--- config.mk ---
export PLATFORM = sky130hd
export DESIGN_NAME = line_transfer_engine_flat
export DESIGN_NICKNAME = d
export VERILOG_FILES = /design/src/rtl/line_transfer_engine_if.sv /design/src/rtl/line_transfer_engine.sv /design/src/flat_wrapper.sv
export SDC_FILE = /design/constraint.sdc
export NUM_CORES = 1
export LEC_CHECK = 0
export BUFFER_PORTS_ARGS = -buffer_cell sky130_fd_sc_hd__buf_4
export CORE_MARGIN = 10
export CORE_UTILIZATION = 38
export DETAILED_ROUTE_END_ITERATION = 7
export PLACE_DENSITY_LB_ADDON = 0.25
export SLEW_MARGIN = 20
export SYNTH_ARGS = -nofsm -noshare
export SYNTH_HDL_FRONTEND = slang
export SYNTH_SLANG_ARGS = --single-unit
--- constraint.sdc ---
create_clock -name clkin -period 2.26 [get_ports clkin]
set_clock_uncertainty 0.05 [all_clocks]
set_input_delay 0.452 -clock clkin [delete_from_list [all_inputs] [get_ports clkin]]
set_output_delay 0.452 -clock clkin [all_outputs]
set_load 0.05 [all_outputs]
--- src/rtl/line_transfer_engine_if.sv ---
// Memory client port between the line transfer engine (master) and the
// SRAM memory interface (slave): single-word requests with wait and read return.
interface line_transfer_engine_if;
    logic        transfer_request;
    logic [31:0] address;
    logic        wren;
    logic [31:0] wrdata;
    logic [3:0]  wrmask;
    logic        wait_request;
    logic        read_data_valid;
    logic [31:0] read_data;

    modport master (
        output transfer_request, address, wren, wrdata, wrmask,
        input  wait_request, read_data_valid, read_data
    );

    modport slave (
        input  transfer_request, address, wren, wrdata, wrmask,
        output wait_request, read_data_valid, read_data
    );
endinterface

--- src/rtl/line_transfer_engine.sv ---
// Cache-line transfer initiator: turns one fill or write-back command into
// LINE_WORDS single-word memory transfers, critical word first with wrap.
module line_transfer_engine #(
    parameter int unsigned WORDS_LOG2 = 3
) (
    input  logic                  clkin,
    input  logic                  reset_n,
    input  logic                  cmd_valid,
    output logic                  cmd_ready,
    input  logic                  cmd_write,
    input  logic [31:0]           cmd_addr,
    output logic [WORDS_LOG2-1:0] wr_index,
    input  logic [31:0]           wr_word,
    output logic                  rd_valid,
    output logic [WORDS_LOG2-1:0] rd_index,
    output logic [31:0]           rd_word,
    output logic                  done,
    line_transfer_engine_if.master mem
);

    localparam int unsigned LINE_WORDS = 1 << WORDS_LOG2;
    localparam int unsigned CW         = WORDS_LOG2 + 1;
    localparam logic [CW-1:0] LAST     = CW'(LINE_WORDS - 1);

    typedef enum logic [2:0] {
        IDLE,
        READ,
        READ_WAIT,
        WRITE,
        WRITE_WAIT
    } state_t;

    state_t                state;
    logic [31:0]           base;
    logic [WORDS_LOG2-1:0] start;
    logic [CW-1:0]         issue_cnt;
    logic [CW-1:0]         ret_cnt;
    logic                  done_q;

    logic [WORDS_LOG2-1:0] issue_off;
    logic [WORDS_LOG2-1:0] ret_off;
    logic                  in_read;
    logic                  accept;
    logic                  unused_addr_bits;

    // Offsets truncate to WORDS_LOG2 bits so the walk wraps inside the line.
    assign issue_off = start + issue_cnt[WORDS_LOG2-1:0];
    assign ret_off   = start + ret_cnt[WORDS_LOG2-1:0];
    assign in_read   = (state == READ) || (state == READ_WAIT);
    assign accept    = mem.transfer_request & ~mem.wait_request;

    assign unused_addr_bits = ^cmd_addr[1:0];

    assign cmd_ready            = (state == IDLE);
    assign mem.transfer_request = (state == READ) || (state == WRITE);
    assign mem.wren             = (state == WRITE);
    assign mem.wrmask           = (state == WRITE) ? 4'hF : 4'h0;
    assign mem.address          = base | 32'({issue_off, 2'b00});
    assign mem.wrdata           = wr_word;
    assign wr_index             = issue_off;

    assign rd_valid = in_read & mem.read_data_valid;
    assign rd_index = ret_off;
    assign rd_word  = mem.read_data;
    assign done     = done_q;

    always_ff @(posedge clkin or negedge reset_n) begin
        if (!reset_n) begin
            state     <= IDLE;
            base      <= '0;
            start     <= '0;
            issue_cnt <= '0;
            ret_cnt   <= '0;
            done_q    <= 1'b0;
        end else begin
            done_q <= 1'b0;
            case (state)
                IDLE: begin
                    if (cmd_valid) begin
                        base      <= {cmd_addr[31:WORDS_LOG2+2], {(WORDS_LOG2+2){1'b0}}};
                        start     <= cmd_addr[WORDS_LOG2+1:2];
                        issue_cnt <= '0;
                        ret_cnt   <= '0;
                        state     <= cmd_write ? WRITE : READ;
                    end
                end
                READ, READ_WAIT: begin
                    if ((state == READ) && accept) begin
                        issue_cnt <= issue_cnt + CW'(1);
                        if (issue_cnt == LAST) begin
                            state <= READ_WAIT;
                        end
                    end
                    // Issue and return are tracked independently; the final
                    // return always lands after the final issue, so it wins.
                    if (mem.read_data_valid) begin
                        ret_cnt <= ret_cnt + CW'(1);
                        if (ret_cnt == LAST) begin
                            state  <= IDLE;
                            done_q <= 1'b1;
                        end
                    end
                end
                WRITE: begin
                    if (accept) begin
                        issue_cnt <= issue_cnt + CW'(1);
                        if (issue_cnt == LAST) begin
                            state <= WRITE_WAIT;
                        end
                    end
                end
                WRITE_WAIT: begin
                    if (!mem.wait_request) begin
                        state  <= IDLE;
                        done_q <= 1'b1;
                    end
                end
                default: begin
                    state <= IDLE;
                end
            endcase
        end
    end

endmodule

--- src/flat_wrapper.sv ---
// flat-port wrapper written by rule: the top's interface ports become plain ports
module line_transfer_engine_flat 
#(
    parameter int unsigned WORDS_LOG2 = 3
)
  (clkin, reset_n, cmd_valid, cmd_ready, cmd_write, cmd_addr, wr_index, wr_word, rd_valid, rd_index, rd_word, done, mem_transfer_request, mem_address, mem_wren, mem_wrdata, mem_wrmask, mem_wait_request, mem_read_data_valid, mem_read_data);
  line_transfer_engine_if mem_i ();
  input  logic clkin;
  input  logic reset_n;
  input  logic cmd_valid;
  output logic cmd_ready;
  input  logic cmd_write;
  input  logic [31:0] cmd_addr;
  output logic [WORDS_LOG2-1:0] wr_index;
  input  logic [31:0] wr_word;
  output logic rd_valid;
  output logic [WORDS_LOG2-1:0] rd_index;
  output logic [31:0] rd_word;
  output logic done;
  output wire logic [$bits(mem_i.transfer_request)-1:0] mem_transfer_request;
  output wire logic [$bits(mem_i.address)-1:0] mem_address;
  output wire logic [$bits(mem_i.wren)-1:0] mem_wren;
  output wire logic [$bits(mem_i.wrdata)-1:0] mem_wrdata;
  output wire logic [$bits(mem_i.wrmask)-1:0] mem_wrmask;
  input wire logic [$bits(mem_i.wait_request)-1:0] mem_wait_request;
  input wire logic [$bits(mem_i.read_data_valid)-1:0] mem_read_data_valid;
  input wire logic [$bits(mem_i.read_data)-1:0] mem_read_data;
  assign mem_transfer_request = mem_i.transfer_request;
  assign mem_address = mem_i.address;
  assign mem_wren = mem_i.wren;
  assign mem_wrdata = mem_i.wrdata;
  assign mem_wrmask = mem_i.wrmask;
  assign mem_i.wait_request = mem_wait_request;
  assign mem_i.read_data_valid = mem_read_data_valid;
  assign mem_i.read_data = mem_read_data;
  line_transfer_engine #(.WORDS_LOG2(WORDS_LOG2)) u_core (.clkin(clkin), .reset_n(reset_n), .cmd_valid(cmd_valid), .cmd_ready(cmd_ready), .cmd_write(cmd_write), .cmd_addr(cmd_addr), .wr_index(wr_index), .wr_word(wr_word), .rd_valid(rd_valid), .rd_index(rd_index), .rd_word(rd_word), .done(done), .mem(mem_i));
endmodule
==> run_results.csv, run 1 <==
group,metric,value,unit
floorplan,io_pins,213,
outcome,outcome,"finished, violations left",
yosys,ys_ff_latch,42,
job,max_cap_violations,0,
setup_path,crit_required,1760,ps
cts,h-tree-depth,2,
pwr,power_leakage,1.307,nW
pwr,p_clk_share,8.1,%
grt,grt_max_degree,43,
setup_path,max_stage_delay,390,ps
cts,clkTransAtPathRegs,80,ps
routing,wirelength,5.127,mm
setup_path,path_delay_family,"adder cells",
timing,hold_viol_final,0,
yosys,synth_ff_type,"dfrtp_1",
setup_path,endpoint_kind,"primary output",
yosys,netlist_instances,219,
outcome,violations,"negative setup slack",
grt,grtUsageTotal,9.859,%
placement,pre_cts_ws,91.25,ps
timing,rsz0062_at_grt,"true",
routing,vias_per_cell,4.743,
yosys,yosys-top-cells-count,"buf_4, dfrtp_1, mux2_2",
pwr,internal_power,0.002684,W
cells_and_area,drive_gt1_share,53.91,%
cts,cts_made_buffers,5,
yosys,async_reset_ff_share,100.0,%
cells_and_area,fin_nets,338,
yosys,synth_most_common_cell,"buf_4",
timing,finalCritPeriodShare,102.9,%
timing,finalSetupViolations,3,
timing,slew_violations,0,
grt,gr-total-overflow,0,
placement,dp_hpwl,3.948,mm
timing,worstMarginPinSlew,527.1,ps
yosys,postSynthAreaPerCell,11.19,µm²
floorplan,die_h,100.3,µm
yosys,yosysWarningCount,0,
cts,insertion_delay,290,ps
floorplan,rows,29,
yosys,synth_cell_types,36,
setup_path,critical_path_buf_inv_count,2,
placement,place_congestion,0.7845,
yosys,synthTopCellsByArea,"dfrtp_1, buf_4, mux2_2",
yosys,synth_top_area_share,42.90,%
cts,cts_tree,"done",
routing,drtIter0Drc,34,
timing,max_freq,0.4298,GHz
cells_and_area,area_delta_synth_final,12.77,%
grt,grt_pass1_wl,8.038,mm
cells_and_area,fillCellCount,619,
cells_and_area,diodes,0,
pwr,p_sw,0.003145,W
setup_path,startpoint_type,"flip-flop",
setup_path,crit_chain,"ha_2 -> inv_2 -> fa_2 -> xor2_4 -> xnor2_4 -> buf_6",
routing,first_pass_iters,4,
pwr,peakVddDrop,1.178,mV
routing,wl_per_cell,16.70,µm
grt,grt_pass1_vias,1594,
floorplan,initial_core_util,38.80,%
pwr,total_power,0.005829,W
pwr,combPwrFrac,68.6,%
floorplan,dieArea,10060,µm²
yosys,seq_area_frac_synth,42.90,%
setup_path,critPathKind,"reg -> out",
pwr,power_frac_seq,23.4,%
cts,cts_buffer_depth,2,
yosys,synth-edff-count,0,
placement,io_buffers,80,
routing,dr_total_vias,1456,
pwr,power_density,2110,nW/µm²
yosys,synth_top_area_cell,"dfrtp_1",
grt,antenna_found_initial,0,
routing,drcViolationCount,0,
cts,root_buffer,"clkbuf_8",
setup_path,cp_slowest_cell,"dfrtp_1",
floorplan,die_x,100.3,µm
yosys,synth.cell_area,2450,µm²
routing,ant_nets,0,
min_path,min_path_type,"in -> async",
setup_path,worstPathArrival,1820,ps
cts,numClockSinks,42,
floorplan,core-area,6314,µm²
timing,slew_headroom,64.86,%
timing,whs,88.00,ps
setup_path,path_max_fanout,3,
timing,setup_ws,-66.45,ps
timing,finalCriticalPeriod,2326,ps
pwr,p_sw_share,53.95,%
layout by cell type (no fill, tap or decap), drive strengths merged, types with 2 or more instances in the layout:
cell type	n
clkinvlp	2
ha	4
dfrtp	42
or3b	2
o22ai	2
mux2	30
inv	11
xnor2	3
fa	2
nand3	2
conb	2
a21oi	4
and2	2
o21ai	4
clkbuf	5
a311oi	2
nand2b	2
nand2	5
or3	2
buf	84
xor2	2
nor2b	3
power groups by stage:
stage               clock network [W]  logic, W  registers [W]
detailed placement                  0   0.00394        0.00137
finish                       0.000469   0.00400        0.00136
floorplan                           0   0.00240        0.00217
global route                 0.000528   0.00423        0.00142
global placement                    0   0.00393        0.00136
CTS                          0.000494   0.00407        0.00137
path summary, 6_finish.rpt:
check                           slack, ps              start                  end  cells after the start
worst max-delay path                  -70    u_core.start[0]          wr_index[2]                      6
worst min-delay path                   90            reset_n      u_core.base[14]                      1
worst max register to register        570    u_core.state[0]  u_core.issue_cnt[3]                      3
worst min register to register        430  u_core.ret_cnt[3]    u_core.ret_cnt[3]                      1
max in group asynchronous            1710            reset_n  u_core.issue_cnt[2]                      1
min in group clkin                    320        cmd_addr[6]       u_core.base[6]                      2
per-stage QoR:
stage	cell area (µm²)	setup TNS (ps)	util, %	std cells
6_report	2763	-156.9	43.76	307
5_1_grt	2763	-435.9	43.76	307
4_1_cts	2763	-322.4	43.76	307
3_5_place_dp	2634	0	41.72	300
3_3_place_gp	2634	0	41.72	300
2_1_floorplan	2484	-94.27	-	220
layer usage:
layer | routed length [µm] | up-vias | track usage, %
li1 | - | 668 | -
met1 | 1801 | 685 | 10.22
met2 | 2361 | 73 | 14.69
met3 | 798 | 30 | 7.074
met4 | 165 | 0 | 4.783
met5 | 0 | - | 0
final cells by class:
cell class              count  area, µm²  share of cell area [%]
flip-flops and latches     42       1051                   38.04
multi-input cells          86      835.8                   30.25
repair buffers             84      654.4                   23.69
well taps                  77      96.34                   3.487
clock buffers               5      68.82                   2.491
inverters                  11      41.29                   1.495
clock inverters             2      15.01                  0.5435
sequential cells by signal, summed over array words and instances, names as in the netlist:
signal and flops:
u_core.ret_cnt 4, u_core.done 1, u_core.base 27, u_core.state 3, u_core.issue_cnt 4, u_core.start 3
cells by family (layout without fill, tap and decap cells):
kind of cell	Yosys count	after routing	share of synthesized area (%)
other cells	1	2	0.1531
simple gates	25	25	6.537
compound gates	17	17	4.648
buf+inv	92	102	26.10
mux	31	31	14.20
fa+ha+maj	6	6	3.677
xor+xnor	5	5	1.788
flops	42	42	42.90
repair_timing:
item / CTS / global route
pin swaps: 4 / 4
endpoints found under the setup margin: 3 / 3
setup buffers: 1 / 0
hold buffers: 0 / 0
resized for setup: 10 / 0
(Power assumes the default switching activity.)
==> run 2: changes to the inputs <==
==> constraint.sdc (replaced) <==
create_clock -name clkin -period 2.26 [get_ports clkin]
set_clock_uncertainty 0.05 [all_clocks]
set_input_delay 0.339 -clock clkin [delete_from_list [all_inputs] [get_ports clkin]]
set_output_delay 0.339 -clock clkin [all_outputs]
set_load 0.05 [all_outputs]
==> run_results.csv, run 2 (synthesized netlist as in run 1, its figures left out) <==
group,metric,value,unit
cells_and_area,multi_input_area,809.5,µm²
job,max_cap_violations,0,
routing,vias_per_cell,4.854,
grt,grt_max_degree,43,
timing,hold_viol_final,0,
floorplan,rows,29,
cells_and_area,top_regs,"u_core.base x27, u_core.issue_cnt x4, u_core.ret_cnt x4",
routing,wirelength,5.686,mm
cells_and_area,seqCellArea,1051,µm²
placement,dp_hpwl,4.434,mm
floorplan,dieArea,10060,µm²
grt,antenna_found_initial,0,
cts,numClockSinks,42,
setup_path,endpoint_kind,"primary output",
setup_path,worstPathArrival,1840,ps
pwr,power_leakage,1.320,nW
grt,grt_pass1_wl,8.838,mm
routing,wl_per_cell,18.40,µm
cells_and_area,drive_gt1_share,52.59,%
cells_and_area,diodes,0,
setup_path,startpoint_type,"flip-flop",
setup_path,path_max_fanout,3,
cells_and_area,area_delta_synth_final,12.56,%
timing,worstMarginPinSlew,541.4,ps
pwr,peakVddDrop,1.032,mV
setup_path,max_stage_delay,390,ps
setup_path,critPathKind,"reg -> out",
grt,grt_pass1_vias,1672,
cells_and_area,layout_commonest_cell,"buf_4",
cells_and_area,layout_common_cells,"buf_4, dfrtp_1, mux2_2",
setup_path,cp_slowest_cell,"dfrtp_1",
placement,placed_area,2606,µm²
cts,h-tree-depth,2,
grt,grtUsageTotal,10.97,%
floorplan,io_pins,213,
cts,cts_made_buffers,5,
routing,dr_total_vias,1500,
routing,drcViolationCount,0,
cells_and_area,top_register,"u_core.base",
cts,root_buffer,"clkbuf_8",
cts,clkTransAtPathRegs,90,ps
floorplan,die_h,100.3,µm
placement,io_buffers,80,
placement,place_congestion,0.7780,
timing,rsz0062_at_grt,"true",
setup_path,crit_chain,"ha_1 -> inv_1 -> fa_2 -> xor2_2 -> xnor2_2 -> buf_6",
timing,finalCritPeriodShare,98.81,%
cts,insertion_delay,290,ps
floorplan,core-area,6314,µm²
setup_path,critical_path_buf_inv_count,2,
floorplan,die_x,100.3,µm
floorplan,initial_core_util,38.80,%
cells_and_area,largest_reg_flops,27,
grt,gr-total-overflow,0,
outcome,outcome,"complete, no violations",
setup_path,crit_required,1870,ps
timing,max_freq,0.4478,GHz
min_path,min_path_type,"in -> reg",
timing,finalSetupViolations,0,
timing,whs,197.5,ps
routing,first_pass_iters,3,
timing,slew_violations,0,
routing,ant_nets,0,
cts,cts_tree,"done",
routing,drtIter0Drc,52,
cells_and_area,fillCellCount,630,
pwr,power_density,2104,nW/µm²
cells_and_area,fin_nets,339,
timing,slew_headroom,63.90,%
timing,finalCriticalPeriod,2233,ps
cells_and_area,final_area,2758,µm²
setup_path,path_delay_family,"adder cells",
cts,cts_buffer_depth,2,
## run 2: cell types whose count changed in the layout (fill, tap and decap cells not counted), sizes merged
cell,delta
clkinvlp,-1
clkinv,+1
dlygate4sd3,+1
clkbuf,+1
## run 2: what timing repair did
item | CTS | global route
endpoints found under the setup margin | 3 | 3
pin swaps | 3 | 4
cloned | 0 | 0
hold buffers | 1 | 0
endpoints found under the hold margin | 35 | 0
gates resized for setup | 7 | 0
buffers inserted | 2 | 0
## run 2: stage by stage
step	utilization [%]	setup TNS, ps	cells	power, W	worst slack [ps]
after floorplan	-	-143.5	220	0.004521	-143.5
after global placement	41.28	0	298	0.005186	235.7
after CTS	43.68	-30.68	309	0.005892	-15.74
after detailed placement	41.28	0	298	0.005222	200.9
after global routing	43.68	-109.8	309	0.006135	-48.26
final	43.68	0	309	0.005802	26.79
## run 2: final cells by class
type / count / share of cell area [%]
clock buffer: 6 / 2.995
clock inverter: 2 / 0.4537
inverter: 11 / 1.497
multi-input combinational: 86 / 29.36
sequential: 42 / 38.11
tap: 77 / 3.494
timing repair buffer: 85 / 24.09
## run 2: power breakdown
part | switching (W) | total (W) | internal, W
Sequential | 0.000250 | 0.00136 | 0.00111
Combinational | 0.00262 | 0.00393 | 0.00131
Clock | 0.000268 | 0.000514 | 0.000246
## run 2: worst min-delay path, cell delays in order
cell     delay, ps
buf_4           80
nand2_1         30
o21ai_0         60
## run 2: final timing paths
path | startpoint | to | slack (ps) | depth (start not counted)
setup reg to reg | u_core.state[2] | u_core.base[24] | 560 | 3
max in group asynchronous | reset_n | u_core.state[2] | 1270 | 2
setup / recovery | u_core.start[0] | wr_index[2] | 30 | 6
hold / removal | cmd_addr[3] | u_core.start[1] | 200 | 3
hold reg to reg | u_core.ret_cnt[3] | u_core.ret_cnt[3] | 430 | 1
min in group asynchronous | reset_n | u_core.base[15] | 500 | 2
## run 2: layer usage
layer | vias to the layer above | share of wire, % | global-route usage (%)
li1 | 671 | - | -
met1 | 716 | 35 | 11.02
met2 | 90 | 47 | 17.36
met3 | 23 | 16 | 7.486
met4 | 0 | 2.3 | 4.674
met5 | - | 0 | 0
